--- src/rtl/sample_iter_if.sv ---
// sample_iter_if: triangle/box input bundle and sample output bundle of the sample iterator.
interface sample_iter_if #(
  parameter int SIGFIG = 24,
  parameter int VERTS  = 3,
  parameter int AXIS   = 3,
  parameter int COLORS = 3
);
  logic [VERTS-1:0][AXIS-1:0][SIGFIG-1:0] tri_R13S;
  logic [COLORS-1:0][SIGFIG-1:0]          color_R13U;
  logic [1:0][1:0][SIGFIG-1:0]            box_R13S;
  logic                                   validTri_R13H;
  logic [3:0]                             subSample_RnnnnU;
  logic                                   halt_RnnnnH;
  logic [VERTS-1:0][AXIS-1:0][SIGFIG-1:0] tri_R14S;
  logic [COLORS-1:0][SIGFIG-1:0]          color_R14U;
  logic [1:0][SIGFIG-1:0]                 sample_R14S;
  logic                                   validSamp_R14H;
  logic                                   triDone_R14H;
  modport slave (
    input  tri_R13S, color_R13U, box_R13S, validTri_R13H, subSample_RnnnnU,
    output halt_RnnnnH, tri_R14S, color_R14U, sample_R14S, validSamp_R14H, triDone_R14H
  );
  modport master (
    output tri_R13S, color_R13U, box_R13S, validTri_R13H, subSample_RnnnnU,
    input  halt_RnnnnH, tri_R14S, color_R14U, sample_R14S, validSamp_R14H, triDone_R14H
  );
endinterface

--- src/rtl/sample_iter.sv ---
// sample_iter: walks the sample grid of each bounding box in raster order, one sample per cycle.
module sample_iter #(
  parameter int SIGFIG = 24,
  parameter int RADIX  = 10,
  parameter int VERTS  = 3,
  parameter int AXIS   = 3,
  parameter int COLORS = 3
) (
  input logic         clk,
  input logic         rst_n,
  sample_iter_if.slave bus
);
  typedef enum logic {WAIT, TEST} state_t;
  localparam logic [SIGFIG-1:0] UNIT = SIGFIG'(1 << RADIX);
  state_t                                 state_q, state_d;
  logic [VERTS-1:0][AXIS-1:0][SIGFIG-1:0] tri_q, tri_d;
  logic [COLORS-1:0][SIGFIG-1:0]          color_q, color_d;
  logic [1:0][SIGFIG-1:0]                 ll_q, ll_d, ur_q, ur_d, samp_q, samp_d;
  logic [SIGFIG-1:0]                      step_q, step_d, step_in;
  logic signed [SIGFIG:0]                 nx, ny;
  logic                                   x_ok, y_ok, last, box_ok;
  // anything that is not a clean one-hot falls back to one sample per pixel
  assign step_in = bus.subSample_RnnnnU == 4'b0100 ? UNIT >> 1 :
                   bus.subSample_RnnnnU == 4'b0010 ? UNIT >> 2 :
                   bus.subSample_RnnnnU == 4'b0001 ? UNIT >> 3 : UNIT;
  assign box_ok = $signed(bus.box_R13S[1][0]) >= $signed(bus.box_R13S[0][0]) &&
                  $signed(bus.box_R13S[1][1]) >= $signed(bus.box_R13S[0][1]);
  // one extra bit so stepping past the largest coordinate cannot wrap
  assign nx   = $signed({samp_q[0][SIGFIG-1], samp_q[0]}) + $signed({1'b0, step_q});
  assign ny   = $signed({samp_q[1][SIGFIG-1], samp_q[1]}) + $signed({1'b0, step_q});
  assign x_ok = nx <= $signed({ur_q[0][SIGFIG-1], ur_q[0]});
  assign y_ok = ny <= $signed({ur_q[1][SIGFIG-1], ur_q[1]});
  assign last = !x_ok && !y_ok;
  always_comb begin
    state_d = state_q;
    tri_d   = tri_q;
    color_d = color_q;
    ll_d    = ll_q;
    ur_d    = ur_q;
    step_d  = step_q;
    samp_d  = samp_q;
    if (state_q == WAIT) begin
      if (bus.validTri_R13H) begin
        tri_d   = bus.tri_R13S;
        color_d = bus.color_R13U;
        ll_d    = bus.box_R13S[0];
        ur_d    = bus.box_R13S[1];
        step_d  = step_in;
        samp_d  = box_ok ? bus.box_R13S[0] : samp_q;
        state_d = box_ok ? TEST : WAIT;
      end
    end else begin
      samp_d[0] = x_ok ? nx[SIGFIG-1:0] : y_ok ? ll_q[0] : samp_q[0];
      samp_d[1] = !x_ok && y_ok ? ny[SIGFIG-1:0] : samp_q[1];
      state_d   = last ? WAIT : TEST;
    end
  end
  always_ff @(posedge clk or negedge rst_n) begin
    if (!rst_n) begin
      state_q <= WAIT;
      tri_q   <= '0;
      color_q <= '0;
      ll_q    <= '0;
      ur_q    <= '0;
      step_q  <= '0;
      samp_q  <= '0;
    end else begin
      state_q <= state_d;
      tri_q   <= tri_d;
      color_q <= color_d;
      ll_q    <= ll_d;
      ur_q    <= ur_d;
      step_q  <= step_d;
      samp_q  <= samp_d;
    end
  end
  assign bus.halt_RnnnnH    = state_q == TEST;
  assign bus.validSamp_R14H = state_q == TEST;
  assign bus.triDone_R14H   = state_q == TEST && last;
  assign bus.tri_R14S       = tri_q;
  assign bus.color_R14U     = color_q;
  assign bus.sample_R14S    = samp_q;
endmodule

--- src/flat_wrapper.sv ---
// flat-port wrapper written by rule: the top's interface ports become plain ports
module sample_iter_flat 
#(
  parameter int SIGFIG = 24,
  parameter int RADIX  = 10,
  parameter int VERTS  = 3,
  parameter int AXIS   = 3,
  parameter int COLORS = 3
)
  (clk, rst_n, bus_tri_R13S, bus_color_R13U, bus_box_R13S, bus_validTri_R13H, bus_subSample_RnnnnU, bus_halt_RnnnnH, bus_tri_R14S, bus_color_R14U, bus_sample_R14S, bus_validSamp_R14H, bus_triDone_R14H);
  sample_iter_if #(.SIGFIG(SIGFIG), .VERTS(VERTS), .AXIS(AXIS), .COLORS(COLORS)) bus_i ();
  input logic clk;
  input logic rst_n;
  input wire logic [$bits(bus_i.tri_R13S)-1:0] bus_tri_R13S;
  input wire logic [$bits(bus_i.color_R13U)-1:0] bus_color_R13U;
  input wire logic [$bits(bus_i.box_R13S)-1:0] bus_box_R13S;
  input wire logic [$bits(bus_i.validTri_R13H)-1:0] bus_validTri_R13H;
  input wire logic [$bits(bus_i.subSample_RnnnnU)-1:0] bus_subSample_RnnnnU;
  output wire logic [$bits(bus_i.halt_RnnnnH)-1:0] bus_halt_RnnnnH;
  output wire logic [$bits(bus_i.tri_R14S)-1:0] bus_tri_R14S;
  output wire logic [$bits(bus_i.color_R14U)-1:0] bus_color_R14U;
  output wire logic [$bits(bus_i.sample_R14S)-1:0] bus_sample_R14S;
  output wire logic [$bits(bus_i.validSamp_R14H)-1:0] bus_validSamp_R14H;
  output wire logic [$bits(bus_i.triDone_R14H)-1:0] bus_triDone_R14H;
  assign bus_i.tri_R13S = bus_tri_R13S;
  assign bus_i.color_R13U = bus_color_R13U;
  assign bus_i.box_R13S = bus_box_R13S;
  assign bus_i.validTri_R13H = bus_validTri_R13H;
  assign bus_i.subSample_RnnnnU = bus_subSample_RnnnnU;
  assign bus_halt_RnnnnH = bus_i.halt_RnnnnH;
  assign bus_tri_R14S = bus_i.tri_R14S;
  assign bus_color_R14U = bus_i.color_R14U;
  assign bus_sample_R14S = bus_i.sample_R14S;
  assign bus_validSamp_R14H = bus_i.validSamp_R14H;
  assign bus_triDone_R14H = bus_i.triDone_R14H;
  sample_iter #(.SIGFIG(SIGFIG), .RADIX(RADIX), .VERTS(VERTS), .AXIS(AXIS), .COLORS(COLORS)) u_core (.clk(clk), .rst_n(rst_n), .bus(bus_i));
endmodule
--- config.mk ---
export PLATFORM = sky130hd
export DESIGN_NAME = sample_iter_flat
export DESIGN_NICKNAME = d
export VERILOG_FILES = /design/src/rtl/sample_iter_if.sv /design/src/rtl/sample_iter.sv /design/src/flat_wrapper.sv
export SDC_FILE = /design/constraint.sdc
export NUM_CORES = 1
export LEC_CHECK = 0
export CORE_ASPECT_RATIO = 0.7
export CORE_MARGIN = 1.5
export CORE_UTILIZATION = 27
export CTS_BUF_LIST = sky130_fd_sc_hd__clkbuf_16
export CTS_CLUSTER_SIZE = 16
export DETAILED_ROUTE_END_ITERATION = 6
export HOLD_SLACK_MARGIN = 0.05
export PLACE_DENSITY = 0.64
export SKIP_CTS_REPAIR_TIMING = 1
export SYNTH_ARGS = -nofsm -noshare
export SYNTH_HDL_FRONTEND = slang
export SYNTH_SLANG_ARGS = --single-unit
--- constraint.sdc ---
create_clock -name clk -period 9 [get_ports clk]
set_input_delay 1.8 -clock clk [delete_from_list [all_inputs] [get_ports clk]]
set_output_delay 1.8 -clock clk [all_outputs]
set_load 0.05 [all_outputs]
Word level (Yosys, flattened, before mapping)
Index checks and enable logic that the tools add are counted.
{ "op_classes": {"add_sub_neg": 2, "n_lt_le_gt_ge": 4, "n_eq_ne": 5, "n_mux": 13, "bitwise_logic": 1, "n_reduce_logical": 11} }
{ "ops": {"columns": ["op", "count"], "rows": [
  ["$mux W48", 3],
  ["$mux W24", 5],
  ["$add A24 B25 Y25", 2],
  ["$le A25 B24 Y1", 2],
  ["$ge A24 B24 Y1", 2],
  ["$mux W11", 1],
  ["$reduce_and A3 Y1", 2],
  ["$eq A4 B1 Y1 const B", 1],
  ["$eq A4 B2 Y1 const B", 1],
  ["$eq A4 B3 Y1 const B", 1],
  ["$logic_and A1 B1 Y1", 4],
  ["$mux W1", 4],
  ["$reduce_bool A2 Y1", 2],
  ["$ne A3 B3 Y1 const B", 1],
  ["$logic_not A1 Y1", 2],
  ["$ne A2 B2 Y1 const B", 1],
  ["$reduce_and A2 Y1", 1],
  ["$not A1 Y1", 1]
]} }
{ "totals": {"register_bits": 433, "output_inout_bits": 339, "elab_cells": 55} }

Logic depth before layout (Yosys ltp)
Gate-level depths: netlist of run 1.
{ "logic_depth": {"word_depth": 6, "ltp_mapped": 19} }

Worst setup path after synthesis of run 1
No wires, ideal clock.
{ "synth_timing": {"kind": "flip-flop to output port", "startpoint": "reg u_core.samp_q (netlist bit u_core.bus.sample_R14S[7])", "endpoint": "out bus_triDone_R14H", "arrival_time_ns": 4.477, "t_required_ns": 7.200, "setup_slack_ns": 2.723, "stages_incl_launch_ff": 19, "path_buffers": 1, "path_cell_list": "dfrtp_1 ha_1 inv_1 fa_1 nor2b_1 o21ai_0 nand2b_1 nor2b_1 nand3_1 xnor2_1 ha_1 nand4_1 nor4_1 nand4_1 o2111ai_2 nand2_2 nor2_2 buf_2 and2_1"} }
{ "synth_via": {"elab_chain_len": 5} }
{ "synth_rtl": {"columns": ["item", "line", "rtl"], "rows": [
  ["from (decl)", "sample_iter.sv:18", "logic [1:0][SIGFIG-1:0] ll_q, ll_d, ur_q, ur_d, samp_q, samp_d;"],
  ["from (signal assigned)", "sample_iter.sv:74", "samp_q <= samp_d;"],
  ["$add A24 B25 Y25", "sample_iter.sv:29", "assign nx = $signed({samp_q[0][SIGFIG-1], samp_q[0]}) + $signed({1'b0, step_q});"],
  ["$le A25 B24 Y1", "sample_iter.sv:31", "assign x_ok = nx <= $signed({ur_q[0][SIGFIG-1], ur_q[0]});"],
  ["$logic_not A1 Y1", "sample_iter.sv:33", "assign last = !x_ok && !y_ok;"],
  ["$logic_and A1 B1 Y1", "sample_iter.sv:33", null],
  ["$logic_and A1 B1 Y1", "sample_iter.sv:79", "assign bus.triDone_R14H = state_q == TEST && last;"],
  ["to (decl)", "flat_wrapper.sv:24", "output wire logic [$bits(bus_i.triDone_R14H)-1:0] bus_triDone_R14H;"]
]} }
Every way passes these cells.

Final worst setup path of run 1
{ "layout_timing": {"startpoint": "reg u_core.step_q[7]", "endpoint": "out bus_triDone_R14H"} }
{ "layout_via": {"elab_chain_len": 5, "elab_cells_between_ends": 8} }
{ "layout_rtl": {"columns": ["item", "line", "rtl"], "rows": [
  ["from (decl)", "sample_iter.sv:19", "logic [SIGFIG-1:0] step_q, step_d, step_in;"],
  ["from (signal assigned)", "sample_iter.sv:73", "step_q <= step_d;"],
  ["$add A24 B25 Y25 (on tied branches)", "sample_iter.sv:29, sample_iter.sv:30", null],
  ["$le A25 B24 Y1 (on tied branches)", "sample_iter.sv:31, sample_iter.sv:32", null],
  ["$logic_not A1 Y1", "sample_iter.sv:33", null],
  ["$logic_and A1 B1 Y1 *", "sample_iter.sv:33", null],
  ["$logic_and A1 B1 Y1 *", "sample_iter.sv:79", null]
]} }
Mark *: on every way between the ends. The rest lies on a longest branch, timed or not.

==> impl_metrics.tcl, run 1 <==
set metrics [dict create \
    peakVddDrop_uv 226 \
    port-buffer-count 729 \
    post_route_cells_drive_above_1_share_pct 3.07 \
    clkSinkCount 413 \
    grt_overflow 0 \
    post-route-period-util_pct 88.7 \
    finClkSkew_ns 0.0238 \
    hpwl_um 55200 \
    largest_net_degree_at_the_start_of_global_routing 202 \
    cts_inserted_buffers 44 \
    timing.max_slew.rel_slack_pct 17.8 \
    synth_enable_flop_cells 0 \
    design.core.area_um2 70100 \
    gr-usage-all-layers_pct 19.3 \
    dieHeight_um 226 \
    floorplan.io_pins 730 \
    timing.final.ws_setup_ns 1.02 \
    timing.critical_path.fanout_max 27 \
    synth_fa_ha_area_share_pct 7.10 \
    mux_cell_area_share_after_synthesis_pct 2.52 \
    p_sw_mw 5.25 \
    dr_total_vias 17045 \
    yosys.area_share.simple_pct 23.4 \
    path_class "flop to primary output" \
    synth_area_in_compound_gates_pct 7.39 \
    std_cell_rows 81 \
    area_of_the_mapped_netlist_um2 19200 \
    synthToLayoutAreaGrowth_pct 49.7 \
    synth.ff_latch_count 413 \
    critPathRequiredTime_ns 7.20 \
    synth-seq-area-share_pct 53.7 \
    synth_warnings 0 \
    comb_power_share_pct 55.5 \
    worstHoldPathType "flop to flop" \
    grt_pass1_vias 16532 \
    drt_first_iter_violations 1232 \
    syn_nets 2681 \
    yosys_most_used_dff "sky130_fd_sc_hd__dfrtp_1" \
    synth_area_leader_cell "sky130_fd_sc_hd__dfrtp_1" \
    design.die.area_um2 72900 \
    critPathCaptureType "primary output" \
    drt-total-wl_um 73000 \
    clk_transition_reported_paths_ns 0.07 \
    slew_violations 0 \
    post_synth_num_cell_types 57 \
    grt_antenna_before_repair 14 \
    power.leakage_nw 13.7 \
    final-setup-viol-count 0 \
    finalHoldViolCount 0 \
    placement.setup.worst_slack_ns 1.70 \
    routed_wire_length_per_instance_um 18.9 \
    netlist_instances 2182 \
    clock_latency_ns 0.58 \
    outcome "finished clean" \
    cts_tree "built" \
    crit_path_start_kind "flop" \
    vias_per_cell 4.42 \
    detail_route.drc_violations 0 \
    fin_nets 3363 \
    die_width_um 322 \
    cp.arrival_ns 6.18 \
    power_switching_share_pct 48.9 \
    synthDominantCellAreaShare_pct 53.7 \
    power.internal_mw 5.48 \
    synthesis.area_per_instance_um2 8.82 \
    cts-htree-levels 2 \
    initial_utilization_pct 27.4 \
    rsz0062_at_grt "no" \
    synth_top_family_by_area "simple AND/OR/NAND/NOR gates" \
    worst_max_slew_pin_slew_ns 1.23 \
    clk_root_buffer_cell "sky130_fd_sc_hd__clkbuf_16" \
    synth-async-reset-ratio_pct 100 \
    drv.max_cap_violation_count 0 \
    clkPwrFrac_pct 16.3 \
    yosys.area_share.xor_xnor_pct 1.41 \
    timing.fmax_mhz 125 \
    timing.setup.tns_ns 0 \
    synthTopCellsByArea "sky130_fd_sc_hd__dfrtp_1, sky130_fd_sc_hd__nand2_1, sky130_fd_sc_hd__ha_1, sky130_fd_sc_hd__o21ai_0, sky130_fd_sc_hd__mux2i_1" \
    firstDrtPassIters 5 \
    gpl.final_weighted_congestion 0.880 \
    finalCriticalPeriod_ns 7.98 \
    global_route_wire_length_before_repair_um 106000 \
    antenna_violating_nets_post_route 0 \
    clk_path_buf_depth 3 \
    sequentialPowerShare_pct 28.3 \
    pwr_density_cell_nw_per_um2 373 \
]
[cell type report]
type	instances	area [um2]
Timing Repair Buffer	740	7430
Clock inverter	34	200
Tap cell	954	1190
Multi-Input combinational cell	1552	8090
Clock buffer	45	1130
Antenna cell	7	17.5
Fill cell	7005	41300
Sequential cell	413	10300
Inverter	113	424
[worst max-delay path, cell delays in order (launching register included)]
cell and delay (ns):
sky130_fd_sc_hd__dfrtp_1 0.42, sky130_fd_sc_hd__ha_1 0.21, sky130_fd_sc_hd__inv_1 0.06, sky130_fd_sc_hd__fa_1 0.41, sky130_fd_sc_hd__nor2b_1 0.13, sky130_fd_sc_hd__o21ai_0 0.08, sky130_fd_sc_hd__nand2b_1 0.14, sky130_fd_sc_hd__nor2b_1 0.42
sky130_fd_sc_hd__nand2_1 0.12, sky130_fd_sc_hd__xnor2_1 0.17, sky130_fd_sc_hd__ha_1 0.31, sky130_fd_sc_hd__nand4_1 0.14, sky130_fd_sc_hd__nor4_1 0.40, sky130_fd_sc_hd__nand4_1 0.20, sky130_fd_sc_hd__o2111ai_2 0.34, sky130_fd_sc_hd__nand2_2 0.53
sky130_fd_sc_hd__nor2_2 0.25, sky130_fd_sc_hd__buf_4 0.27, sky130_fd_sc_hd__and2_1 0.16, sky130_fd_sc_hd__clkdlybuf4s50_1 0.79
[synthesized netlist by cell type, types with 2 or more instances]
cell,instances
sky130_fd_sc_hd__o21bai_1,2
sky130_fd_sc_hd__nor2b_1,14
sky130_fd_sc_hd__or4b_2,2
sky130_fd_sc_hd__a2bb2oi_1,2
sky130_fd_sc_hd__clkbuf_1,89
sky130_fd_sc_hd__nand2b_1,5
sky130_fd_sc_hd__mux2_2,3
sky130_fd_sc_hd__o32ai_1,2
sky130_fd_sc_hd__o211ai_1,20
sky130_fd_sc_hd__a221o_1,3
sky130_fd_sc_hd__o21ai_0,97
sky130_fd_sc_hd__xor2_1,9
sky130_fd_sc_hd__a21o_1,14
sky130_fd_sc_hd__a21boi_0,2
sky130_fd_sc_hd__buf_2,8
sky130_fd_sc_hd__xnor2_1,22
sky130_fd_sc_hd__or3_1,2
sky130_fd_sc_hd__o21a_1,7
sky130_fd_sc_hd__nand3_1,32
sky130_fd_sc_hd__a211o_1,2
sky130_fd_sc_hd__mux2i_1,44
sky130_fd_sc_hd__o221ai_1,7
sky130_fd_sc_hd__nor3_1,4
sky130_fd_sc_hd__nand2_2,2
sky130_fd_sc_hd__and3_1,2
sky130_fd_sc_hd__dfrtp_1,413
sky130_fd_sc_hd__fa_1,2
sky130_fd_sc_hd__nor2_1,22
sky130_fd_sc_hd__nand2_1,996
sky130_fd_sc_hd__inv_1,113
sky130_fd_sc_hd__nand4_1,25
sky130_fd_sc_hd__or2_2,6
sky130_fd_sc_hd__buf_1,2
sky130_fd_sc_hd__a21oi_1,54
sky130_fd_sc_hd__and4_1,6
sky130_fd_sc_hd__o22ai_1,4
sky130_fd_sc_hd__o21ai_1,6
sky130_fd_sc_hd__a211oi_1,5
sky130_fd_sc_hd__buf_6,4
sky130_fd_sc_hd__nor4_1,6
sky130_fd_sc_hd__ha_1,106
[path summary, 6_finish.rpt]
kind                                           start                          to  slack [ns]  depth (start not counted)
setup / recovery                    u_core.step_q[7]            bus_triDone_R14H        1.02                         19
hold / removal             u_core.bus.color_R14U[18]   u_core.bus.color_R14U[18]        0.47                          2
setup reg to reg                    u_core.step_q[7]  u_core.bus.sample_R14S[13]        3.66                         18
hold reg to reg            u_core.bus.color_R14U[18]   u_core.bus.color_R14U[18]        0.47                          2
max in group asynchronous                      rst_n   u_core.bus.color_R14U[57]        6.24                          2
min in group asynchronous                      rst_n             u_core.ur_q[43]        1.24                          1
[placed cells by master, fill, tap and decap left out, types with 4 or more instances in the layout]
cell type | synthesis | final
sky130_fd_sc_hd__a211oi_1 | 5 | 5
sky130_fd_sc_hd__a21o_1 | 14 | 14
sky130_fd_sc_hd__a21oi_1 | 54 | 54
sky130_fd_sc_hd__and4_1 | 6 | 6
sky130_fd_sc_hd__buf_12 | 0 | 4
sky130_fd_sc_hd__buf_4 | 1 | 7
sky130_fd_sc_hd__clkbuf_16 | 0 | 45
sky130_fd_sc_hd__clkdlybuf4s50_1 | 0 | 728
sky130_fd_sc_hd__clkinv_1 | 0 | 16
sky130_fd_sc_hd__clkinv_2 | 0 | 4
sky130_fd_sc_hd__dfrtp_1 | 413 | 412
sky130_fd_sc_hd__diode_2 | 0 | 7
sky130_fd_sc_hd__ha_1 | 106 | 106
sky130_fd_sc_hd__inv_1 | 113 | 122
sky130_fd_sc_hd__mux2i_1 | 44 | 44
sky130_fd_sc_hd__nand2_1 | 996 | 996
sky130_fd_sc_hd__nand2b_1 | 5 | 4
sky130_fd_sc_hd__nand3_1 | 32 | 32
sky130_fd_sc_hd__nand4_1 | 25 | 25
sky130_fd_sc_hd__nor2_1 | 22 | 22
sky130_fd_sc_hd__nor2b_1 | 14 | 13
sky130_fd_sc_hd__nor3_1 | 4 | 4
sky130_fd_sc_hd__nor4_1 | 6 | 6
sky130_fd_sc_hd__o211ai_1 | 20 | 20
sky130_fd_sc_hd__o21a_1 | 7 | 7
sky130_fd_sc_hd__o21ai_0 | 97 | 97
sky130_fd_sc_hd__o21ai_1 | 6 | 6
sky130_fd_sc_hd__o221ai_1 | 7 | 7
sky130_fd_sc_hd__o22ai_1 | 4 | 4
sky130_fd_sc_hd__or2_2 | 6 | 6
sky130_fd_sc_hd__xnor2_1 | 22 | 22
sky130_fd_sc_hd__xor2_1 | 9 | 9
[routing by layer]
metal	up-vias	track usage, %	share of wire, %
li1	8387	-	-
met1	7994	26.1	44
met2	554	29.4	45
met3	98	6.23	8.6
met4	12	5.58	2.7
met5	-	0	0.11
[logic make-up after synthesis]
| logic type | count (synthesis) |
|---|---|
| xor gates and xnor gates | 31 |
| AOI/OAI and AO/OA | 235 |
| buffers and inverters | 217 |
| and+or+nand+nor | 1130 |
| DFF | 413 |
| adders and majority gates | 108 |
| muxes | 48 |
[sequential cells by signal, summed over array words and instances (netlist names)]
signal,cells
u_core.ll_q,24
u_core.bus.sample_R14S,48
u_core.bus.halt_RnnnnH,1
u_core.ur_q,48
u_core.step_q,4
u_core.bus.color_R14U,72
u_core.bus.tri_R14S,216
[power groups by stage]
| stage | Combinational, mW | Sequential (mW) | Clock [mW] |
|---|---|---|---|
| after floorplan | 1.78 | 5.02 | 0 |
| after global placement | 5.95 | 3.03 | 0 |
| after detailed placement | 5.98 | 3.04 | 0 |
| after CTS | 6.00 | 3.03 | 1.81 |
| after global routing | 6.36 | 3.12 | 1.87 |
| final | 5.95 | 3.03 | 1.75 |
[stage by stage]
stage	total power, mW	hold slack, ns	utilization (%)	std cells	area, um2
final	10.7	0.469	41.1	3858	28800
after CTS	10.8	0.477	41.1	3851	28800
after floorplan	6.80	0.449	-	2182	19200
after global routing	11.4	0.489	41.1	3852	28800
after detailed placement	9.02	0.461	39.2	3772	27500
after global placement	8.98	0.457	39.2	3772	27500
(Power assumes the default switching activity.)
==> inputs of run 2 (changes only) <==
ABC_AREA = 1   (was default)
GPL_TIMING_DRIVEN = 0   (was default)
PLACE_DENSITY = 0.63   (was 0.64)
==> run 2 against run 1 <==
Clock skew shrank 0.0022 ns. Fmax grew 12%. Final cell count grew 12%. Global-route usage grew 2.3 points. Flip-flop and latch count is the same. Register-to-register slack gained 1.0 ns. Largest cell class unchanged. Cell area grew 4.1%. First-iteration DRC count grew 3.7%. Core utilization shrank 0.075 points. Sequential share of layout area shrank 1.4 points.
==> impl_metrics.tcl, run 2 <==
set metrics [dict create \
    global_route_wire_length_before_repair_um 121000 \
    final-setup-viol-count 0 \
    critPathRequiredTime_ns 7.20 \
    worst_path_most_repeated_cell "sky130_fd_sc_hd__nand2_1" \
    cts-htree-levels 2 \
    worst-path-buf-inv 4 \
    finClkSkew_ns 0.0216 \
    detailed_place.area_um2 28500 \
    synthDominantCellAreaShare_pct 51.9 \
    clock_latency_ns 0.59 \
    clk_transition_reported_paths_ns 0.06 \
    timing.final.ws_setup_ns 1.88 \
    fillers 7477 \
    post_route_cells_drive_above_1_share_pct 3.82 \
    std_cell_rows 83 \
    max_stage_delay_ns 0.90 \
    outcome "finished clean" \
    timing.fmax_mhz 140 \
    finalPower_mw 10.4 \
    fin_nets 3787 \
    largest_net_degree_at_the_start_of_global_routing 116 \
    vias_per_cell 4.43 \
    critPathCaptureType "primary output" \
    placement.setup.worst_slack_ns 2.66 \
    synth.ff_latch_count 413 \
    area_of_the_mapped_netlist_um2 19900 \
    ff_latch_area_um2 10300 \
    synth_most_common_cell "sky130_fd_sc_hd__nand2_1" \
    whs_ns 0.475 \
    cts_inserted_buffers 47 \
    routed_wire_length_per_instance_um 19.2 \
    dpl.cell_count 4216 \
    final_area_um2 30000 \
    floorplan.io_pins 730 \
    hpwl_um 65000 \
    finalHoldViolCount 0 \
    dieHeight_um 230 \
    design.core.area_um2 73100 \
    dr_total_vias 19067 \
    firstDrtPassIters 5 \
    finalCriticalPeriod_ns 7.12 \
    layout.cells.most_common_list "sky130_fd_sc_hd__nand2_1, sky130_fd_sc_hd__clkdlybuf4s50_1, sky130_fd_sc_hd__dfrtp_1" \
    layout.cells.most_common "sky130_fd_sc_hd__nand2_1" \
    grt_antenna_before_repair 8 \
    synth_commonest_cells "sky130_fd_sc_hd__nand2_1, sky130_fd_sc_hd__dfrtp_1, sky130_fd_sc_hd__inv_1" \
    clkSinkCount 413 \
    pwr_density_cell_nw_per_um2 346 \
    syn_nets 3006 \
    grt_pass1_vias 18691 \
    post_synth_num_cell_types 41 \
    detail_route.drc_violations 0 \
    clk_root_buffer_cell "sky130_fd_sc_hd__clkbuf_16" \
    synth-seq-area-share_pct 51.9 \
    clk_path_buf_depth 3 \
    path_class "flop to primary output" \
    gr-usage-all-layers_pct 21.6 \
    synth_enable_flop_cells 0 \
    design.die.area_um2 75400 \
    largest_register_ff_count 216 \
    combined_area_of_the_multi_input_logic_cells_um2 8310 \
    timing.critical_path.fanout_max 4 \
    timing.max_slew.rel_slack_pct 34.0 \
    die_width_um 327 \
    drt_first_iter_violations 1278 \
    gpl.final_weighted_congestion 0.897 \
    antenna_violating_nets_post_route 0 \
    power.leakage_nw 15.1 \
    cpMaxStageDelayCell "sky130_fd_sc_hd__clkdlybuf4s50_1" \
    peakVddDrop_uv 250 \
    synthTopCellsByArea "sky130_fd_sc_hd__dfrtp_1, sky130_fd_sc_hd__nand2_1, sky130_fd_sc_hd__ha_1, sky130_fd_sc_hd__inv_1, sky130_fd_sc_hd__nand3_1" \
    crit_path_start_kind "flop" \
    post-route-period-util_pct 79.2 \
    synth_area_leader_cell "sky130_fd_sc_hd__dfrtp_1" \
    port-buffer-count 729 \
    drt-total-wl_um 82700 \
    yosys_most_used_dff "sky130_fd_sc_hd__dfrtp_1" \
    cts_tree "built" \
    synthToLayoutAreaGrowth_pct 50.7 \
    grt_overflow 0 \
    kind_of_cell_with_the_highest_combined_delay_on_the_critical_path "simple AND/OR/NAND/NOR gates" \
    synth-async-reset-ratio_pct 100 \
    finalNonFillerCells 4307 \
    cp.arrival_ns 5.32 \
    rsz0062_at_grt "no" \
    worstHoldPathType "flop to flop" \
    netlist_instances 2507 \
    worst_max_slew_pin_slew_ns 0.989 \
    synth_warnings 0 \
    initial_utilization_pct 27.2 \
    synthesis.area_per_instance_um2 7.94 \
    drv.max_cap_violation_count 0 \
    slew_violations 0 \
]
run 2: area by class of cell:
class	instances	area share, %
timing repair buffer	732	24.6
clock buffer	47	3.92
multi-input combinational	1782	27.7
clock inverter	41	0.993
sequential	413	34.5
inverter	206	2.59
antenna	3	0.0250
buffer	106	1.58
tap	977	4.08
run 2: metal layers:
layer / share of wire, % / up-vias / track usage, %
li1: - / 9343 / -
met1: 42 / 8902 / 28.7
met2: 46 / 708 / 34.0
met3: 8.9 / 106 / 6.38
met4: 2.6 / 8 / 6.12
met5: 0.069 / - / 0
run 2: cells by family after synthesis:
family	count (synthesis)	synth area share, %
simple gates	1501	30.0
fa+ha+maj	108	6.87
xor+xnor	13	0.572
flops	413	51.9
buf+inv	312	6.28
compound gates	160	4.31
run 2: worst paths after layout:
| kind | from | slack, ns | depth (start not counted) | end |
|---|---|---|---|---|
| max in group asynchronous | rst_n | 6.13 | 3 | u_core.bus.tri_R14S[132] |
| setup reg to reg | u_core.step_q[7] | 4.68 | 25 | u_core.bus.sample_R14S[15] |
| hold reg to reg | u_core.bus.tri_R14S[69] | 0.48 | 2 | u_core.bus.tri_R14S[69] |
| setup / recovery | u_core.step_q[7] | 1.88 | 25 | bus_triDone_R14H |
| min in group asynchronous | rst_n | 1.19 | 1 | u_core.bus.tri_R14S[143] |
| hold / removal | u_core.bus.tri_R14S[69] | 0.48 | 2 | u_core.bus.tri_R14S[69] |
run 2: power by group:
group          leakage [nW]  internal, mW  switching [mW]
clock                 0.783          1.07           0.836
sequential             5.07          2.47           0.434
combinational          9.20          1.76            3.82
run 2: worst reg2reg max path, stage by stage, from the launching register on:
cell and delay [ns]:
sky130_fd_sc_hd__dfrtp_1 0.43, sky130_fd_sc_hd__ha_1 0.22, sky130_fd_sc_hd__fa_1 0.21, sky130_fd_sc_hd__nand3_1 0.08, sky130_fd_sc_hd__nand3_1 0.13, sky130_fd_sc_hd__nand2_1 0.08, sky130_fd_sc_hd__nor2_1 0.35, sky130_fd_sc_hd__inv_1 0.15
sky130_fd_sc_hd__nor2_1 0.34, sky130_fd_sc_hd__nand3_1 0.12, sky130_fd_sc_hd__nand2_1 0.08, sky130_fd_sc_hd__nand2_1 0.08, sky130_fd_sc_hd__ha_1 0.42, sky130_fd_sc_hd__nand4_1 0.20, sky130_fd_sc_hd__nor3_1 0.18, sky130_fd_sc_hd__nand4_1 0.13
sky130_fd_sc_hd__nand2_1 0.10, sky130_fd_sc_hd__nand2_1 0.05, sky130_fd_sc_hd__nand2_1 0.16, sky130_fd_sc_hd__inv_1 0.10, sky130_fd_sc_hd__nand2_4 0.10, sky130_fd_sc_hd__nand2_8 0.08, sky130_fd_sc_hd__nand2_4 0.15, sky130_fd_sc_hd__buf_6 0.18
sky130_fd_sc_hd__nand2_1 0.07, sky130_fd_sc_hd__nand2_1 0.06
run 2: stage by stage:
step / setup TNS [ns] / utilization [%]
5_1_grt: 0 / 41.0
3_5_place_dp: 0 / 39.0
4_1_cts: 0 / 41.0
2_1_floorplan: 0 / -
3_3_place_gp: -5451.54 / 38.9
6_report: 0 / 41.0
